$ cat src/rtl/tt_stream_pkg.sv
// rtl/tt_stream_pkg.sv - shared types and constants for the TT byte-stream front end
package tt_stream_pkg;

  localparam int BYTE_W    = 8;
  localparam int MAX_UNITS = 16;

  typedef enum logic {
    IDLE    = 1'b0,
    COLLECT = 1'b1
  } state_t;

  // ceil(log2(n)) but never below 1, so single-entry fields still get one bit
  function automatic int clog2_min1(input int n);
    return (n <= 2) ? 1 : $clog2(n);
  endfunction

endpackage

$ cat src/rtl/stream_strobe_sync.sv
// rtl/stream_strobe_sync.sv - 2-FF pin synchroniser with rising-edge strobe and matched data delay
module stream_strobe_sync
  import tt_stream_pkg::*;
(
  input  logic              clk,
  input  logic              rst,
  input  logic              pin_valid,
  input  logic [BYTE_W-1:0] pin_byte,
  output logic              stb,
  output logic [BYTE_W-1:0] byte_out
);

  logic              v_meta, v_sync, v_prev;
  logic [BYTE_W-1:0] d_meta, d_sync;

  // strobe and data travel through the same two stages so the byte lines up with its strobe
  always_ff @(posedge clk or posedge rst) begin
    if (rst) begin
      v_meta <= 1'b0;
      v_sync <= 1'b0;
      v_prev <= 1'b0;
      d_meta <= '0;
      d_sync <= '0;
    end else begin
      v_meta <= pin_valid;
      v_sync <= v_meta;
      v_prev <= v_sync;
      d_meta <= pin_byte;
      d_sync <= d_meta;
    end
  end

  assign stb      = v_sync & ~v_prev;
  assign byte_out = d_sync;

endmodule

$ cat src/rtl/sample_stream_deframer.sv
// rtl/sample_stream_deframer.sv - assembles MSB-first byte stream into channel-tagged samples
module sample_stream_deframer
  import tt_stream_pkg::*;
#(
  parameter int NUM_UNITS      = 2,
  parameter int DATA_WIDTH     = 16,
  parameter int TIMEOUT_CYCLES = 64,
  parameter int SYNC_INPUTS    = 1,
  localparam int CH_W          = clog2_min1(NUM_UNITS)
) (
  input  logic                  clk,
  input  logic                  rst,
  input  logic [BYTE_W-1:0]     byte_in,
  input  logic                  byte_valid,
  input  logic [CH_W-1:0]       ch_sel,
  input  logic                  auto_mode,
  input  logic                  resync,
  output logic [DATA_WIDTH-1:0] sample_data,
  output logic [CH_W-1:0]       sample_ch,
  output logic                  sample_valid,
  input  logic                  sample_ready,
  output logic                  overflow,
  output logic                  frame_err,
  output logic                  busy
);

  localparam int BYTES  = DATA_WIDTH / BYTE_W;
  localparam int CNT_W  = clog2_min1(BYTES + 1);
  localparam int IDLE_W = clog2_min1(TIMEOUT_CYCLES);

  logic              stb;
  logic [BYTE_W-1:0] byte_s;

  generate
    if (SYNC_INPUTS != 0) begin : g_sync
      stream_strobe_sync u_sync (
        .clk      (clk),
        .rst      (rst),
        .pin_valid(byte_valid),
        .pin_byte (byte_in),
        .stb      (stb),
        .byte_out (byte_s)
      );
    end else begin : g_direct
      assign stb    = byte_valid;
      assign byte_s = byte_in;
    end
  endgenerate

  state_t                state, state_n;
  logic [CNT_W-1:0]      cnt, cnt_n;
  logic [IDLE_W-1:0]     idle, idle_n;
  logic [DATA_WIDTH-1:0] shift, shift_n, base;
  logic [CH_W-1:0]       ch_lat, ch_lat_n, rr;
  logic                  complete, timeout, bad_ch, room, accept, drop;

  // next-state: byte assembly, idle timeout and completion detection
  always_comb begin
    state_n  = state;
    cnt_n    = cnt;
    idle_n   = idle;
    shift_n  = shift;
    ch_lat_n = ch_lat;
    complete = 1'b0;
    timeout  = 1'b0;
    base     = (state == IDLE) ? '0 : shift;
    if (resync) begin
      state_n = IDLE;
      cnt_n   = '0;
      idle_n  = '0;
    end else if (stb) begin
      shift_n = (base << BYTE_W) | DATA_WIDTH'(byte_s);
      idle_n  = '0;
      if (state == IDLE) begin
        ch_lat_n = auto_mode ? rr : ch_sel;
        if (BYTES == 1) begin
          complete = 1'b1;
          cnt_n    = '0;
        end else begin
          cnt_n   = CNT_W'(1);
          state_n = COLLECT;
        end
      end else if (cnt == CNT_W'(BYTES - 1)) begin
        complete = 1'b1;
        cnt_n    = '0;
        state_n  = IDLE;
      end else begin
        cnt_n = cnt + CNT_W'(1);
      end
    end else if (state == COLLECT) begin
      if (idle == IDLE_W'(TIMEOUT_CYCLES - 1)) begin
        timeout = 1'b1;
        state_n = IDLE;
        cnt_n   = '0;
        idle_n  = '0;
      end else begin
        idle_n = idle + IDLE_W'(1);
      end
    end
    bad_ch = int'(ch_lat_n) >= NUM_UNITS;
    room   = !sample_valid || sample_ready;
    accept = complete && !bad_ch && room;
    drop   = complete && !bad_ch && !room;
  end

  // FSM and assembly registers
  always_ff @(posedge clk or posedge rst) begin
    if (rst) begin
      state  <= IDLE;
      cnt    <= '0;
      idle   <= '0;
      shift  <= '0;
      ch_lat <= '0;
    end else begin
      state  <= state_n;
      cnt    <= cnt_n;
      idle   <= idle_n;
      shift  <= shift_n;
      ch_lat <= ch_lat_n;
    end
  end

  // round-robin pointer moves only when a sample was delivered or lost to overflow
  always_ff @(posedge clk or posedge rst) begin
    if (rst) begin
      rr <= '0;
    end else if (resync) begin
      rr <= '0;
    end else if (accept || drop) begin
      rr <= (rr == CH_W'(NUM_UNITS - 1)) ? '0 : rr + CH_W'(1);
    end
  end

  // one-deep output register with same-cycle drain/refill, sticky overflow and error pulse
  always_ff @(posedge clk or posedge rst) begin
    if (rst) begin
      sample_data  <= '0;
      sample_ch    <= '0;
      sample_valid <= 1'b0;
      overflow     <= 1'b0;
      frame_err    <= 1'b0;
    end else begin
      frame_err <= timeout || (complete && bad_ch);
      if (drop) overflow <= 1'b1;
      if (accept) begin
        sample_data  <= shift_n;
        sample_ch    <= ch_lat_n;
        sample_valid <= 1'b1;
      end else if (sample_valid && sample_ready) begin
        sample_valid <= 1'b0;
      end
    end
  end

  assign busy = (state == COLLECT);

endmodule

$ cat config.mk
export PLATFORM = sky130hd
export DESIGN_NAME = sample_stream_deframer
export DESIGN_NICKNAME = d
export VERILOG_FILES = /design/src/rtl/tt_stream_pkg.sv /design/src/rtl/stream_strobe_sync.sv /design/src/rtl/sample_stream_deframer.sv
export SDC_FILE = /design/constraint.sdc
export NUM_CORES = 1
export LEC_CHECK = 0
export ABC_AREA = 0
export BUFFER_PORTS_ARGS = -buffer_cell sky130_fd_sc_hd__buf_2
export CAP_MARGIN = 25
export CORE_AREA = 5 5 78 80
export CTS_BUF_LIST = sky130_fd_sc_hd__clkbuf_16
export DETAILED_ROUTE_END_ITERATION = 6
export DIE_AREA = 0 0 83 85
export PLACE_DENSITY = 0.69
export SLEW_MARGIN = 30
export SYNTH_ARGS = -nofsm -noshare
export SYNTH_HDL_FRONTEND = slang
export SYNTH_HIERARCHICAL = 1
export SYNTH_SLANG_ARGS = --single-unit
$ cat constraint.sdc
create_clock -name clk -period 2.2 [get_ports clk]
set_input_delay 0.44 -clock clk [delete_from_list [all_inputs] [get_ports clk]]
set_output_delay 0.44 -clock clk [all_outputs]
set_load 0.01 [all_outputs]
==> results.md <==
- Die area: 0.00706 mm²
- Pre-CTS setup slack: between 0.3 and 0.4 ns
- Sequential cell area: 0.00165 mm²
- Critical path data required time: around 2.4 ns
- Multiplexer area fraction after synthesis: 16.2%
- Post-Syn Nets: around 200
- Asr flop ratio synth: 100%
- Initial Util: 47.4%
- CTS tree: built
- ANT nets after route: 0
- Clock H-tree levels: 3
- Clk network pwr share: a little under half
- Hold_buf cts: 0
- Startpoint Class: register
- Worst Skew: 0.00602 ns
- Post-CTS Resized: 0
- Number of port buffers: 35
- Hold Crit Class: primary input to async pin
- Peak VDD IR: 673 µV
- Synth cell count leaders: dfrtp_1 (66), mux2_2 (21), inv_1 (11), nand2_1 (11), mux2i_1 (9)
- Clock-pin slew on the worst setup and hold paths: 0.05 ns
- Initial antenna violation count: 0
- Seq cells post-synth: 66
- Status: finished, final reports clean
- Die W: between 80 and 90 µm
- Pwr Total: 2.91 mW
- Final Critical Period: 1.90 ns
- Critical Path AT: 2.10 ns
- Fillers: roughly 440
- Sequential share of power: 46.9%
- Clock latency at the later pin of the worst-skew pair: 0.32 ns
- Top-area cell type share of the netlist area: 65.3%
- Post-synth top flop: dfrtp_1
- Max-Cap Viols: 0
- DR pass1 iterations: 4
- CTS buffer count: 9
- P_leak: 1.50 nW
- Max clock buf depth: 2
- Ys Warns: 6
- Largest area contributor in the netlist: dfrtp_1
- Reg2Reg Depth: 5
- Worst Setup End Kind: register
- Distinct cells, synth: 32
- DRT iter0 DRCs: 49
- Pwr Density: 947 mW/mm²
- Routed wire per std cell: 13.8 µm
- Post-Syn Instances: between 150 and 200
- Post-Synth XOR/XNOR Area: 1.04%
- Post-DP Area: roughly 0.0028 mm²
- Largest net degree at the start of global routing: 25
- Adder-cell share of the synthesized area: less than 1%
- Switching power: 0.623 mW
- Grt ovf: 0
- Residual DRC: 0
- Final hold slack: 0.151 ns
- Fin. Hold Viols: 0
- FP Rows: 27
- Final setup fails: 0
- Layout area overhead: 21.3%
- Comb pwr share: around 8.1%
- Clk root buf: clkbuf_16
- Post-synth EDFFs: 0
- Sequential-to-total area share from yosys stat: 65.3%
- Area of the multi-input gates: 782 µm²
- Post-synthesis compound-gate area fraction: 3.61%
- Vias in the first global route: about 1500
- Total GRT Usage: 13.1%
- Final nets: 240
- Largest family of logic cells by synthesized area: multiplexers
- RSZ-0062 raised after global routing: no
- Layout cells sized above 1: ~36%
- Core Box Area: 0.00534 mm²
- Dominant cells by area after synthesis: dfrtp_1 (65%), mux2_2 (9.3%), mux2i_1 (3.6%)
- Post-Route WL: approximately 4.2 mm
- Worst-margin pin slew: 0.702 ns
- Core Util, Final: 57.5%
- RePlAce Congestion: 0.750
- Dpl cells: 285
- Critical path type: register to register
- Final Cycle Share: a little under nine tenths
- Via Count: 1449
- N_diodes: 0
- Fin Setup TNS: 0 ns
- Final setup margin: roughly 0.30 ns
- Post-Synthesis Cell Area: 0.00253 mm²
- Critical Path Fanout Max: 16
- DIE HEIGHT: between 80 and 90 µm
- Via density: 4.81
- Final HPWL DP: 2.78 mm
- Sw Ratio: approximately 21%
- Finished Cell Area: 0.00307 mm²
- CTS Sinks: between 60 and 70
- Post-Synth Simple-Gate Area: 9.50%
- Syn_area_per_cell: 14.1 µm²
- P_int: 2.28 mW
- Slew HR: between 50% and 60%
- Final Max Slew Viols: 0
- First-pass GRT wire length: just over 7 mm
- Buffer count from post-CTS setup fixing: 0
- Finished Layout Cells: around 300
- Achievable clock frequency: 0.527 GHz
- Most common cell in the netlist: dfrtp_1
- Top Ports: 36
-- worst paths after layout --
check | startpoint | endpoint | slack (ns)
worst min register to register | g_sync.u_sync/d_meta[4]$_DFF_PP0_ | g_sync.u_sync/byte_out[4]$_DFF_PP0_ | 0.34
worst max-delay path | g_sync.u_sync/v_prev$_DFF_PP0_ | sample_data[3]$_DFFE_PP0P_ | 0.30
worst min-delay path | rst | ch_lat$_DFF_PP0_ | 0.15
worst max register to register | g_sync.u_sync/v_prev$_DFF_PP0_ | sample_data[3]$_DFFE_PP0P_ | 0.30
max in group asynchronous | rst | shift[3]$_DFF_PP0_ | 1.33
min in group clk | byte_in[6] | g_sync.u_sync/d_meta[6]$_DFF_PP0_ | 0.22
-- logic make-up (layout without fill, tap and decap cells) --
family	Yosys count	in the layout
buffers and inverters	18	67
DFF	66	66
AOI/OAI and AO/OA	15	15
and+or+nand+nor	41	41
xor gates and xnor gates	3	3
adders and majority gates	1	1
muxes	36	36
-- registers in the layout, summed over array words and instances, names as in the netlist --
register and cells:
sample_valid 1, g_sync.u_sync/byte_out 8, g_sync.u_sync/v_sync 1, sample_data 16
g_sync.u_sync/v_prev 1, busy 1, frame_err 1, rr 1
shift 16, overflow 1, g_sync.u_sync/d_meta 8, ch_lat 1
sample_ch 1, g_sync.u_sync/v_meta 1, cnt 2, idle 6
-- routing by layer --
layer	wire, µm	part of all wire [%]	track usage (%)	up-vias
li1	-	-	-	699
met1	1920	46	16.1	705
met2	1930	46	20.0	36
met3	196	4.7	3.69	9
met4	115	2.8	9.36	0
met5	0	0	0	-
-- power by group through the flow --
stage                     clock [mW]  sequential, mW  combinational [mW]
after floorplan                    0            1.38               0.148
after global placement             0            1.38               0.231
after detailed placement           0            1.38               0.239
after CTS                       1.35            1.36               0.241
after global routing            1.41            1.37               0.263
final                           1.31            1.36               0.234
-- worst max-delay path, cell delays in order (launching register included) --
cell and delay, ns:
dfrtp_1 0.39, nor2b_4 0.29, nor2b_2 0.26, buf_12 0.18, mux2_2 0.36, mux2_1 0.29
-- placed cells by master, fill, tap and decap left out, drive strengths merged, types with 2 or more instances in the layout --
cell type | netlist | final
nor2b | 5 | 5
or3 | 2 | 2
clkbuf | 2 | 9
nand3b | 2 | 2
nand2 | 11 | 11
clkinv | 0 | 3
o21bai | 2 | 2
o21ai | 4 | 4
buf | 5 | 40
xor2 | 3 | 3
or2 | 2 | 2
nor2 | 6 | 6
dfrtp | 66 | 66
nand2b | 4 | 4
a21oi | 5 | 5
nand4 | 2 | 2
mux2 | 27 | 27
inv | 11 | 14
nor3 | 4 | 4
mux2i | 9 | 9
o211ai | 2 | 2
-- cell type report --
| class | instances | share of cell area, % |
|---|---|---|
| Clock buffer | 9 | 7.34 |
| Clock inverter | 7 | 1.75 |
| Inverter | 11 | 1.35 |
| Multi-Input combinational cell | 96 | 25.5 |
| Sequential cell | 66 | 53.8 |
| Tap cell | 72 | 2.94 |
| Timing Repair Buffer | 40 | 7.34 |
Power figures use the tool's default switching activity.
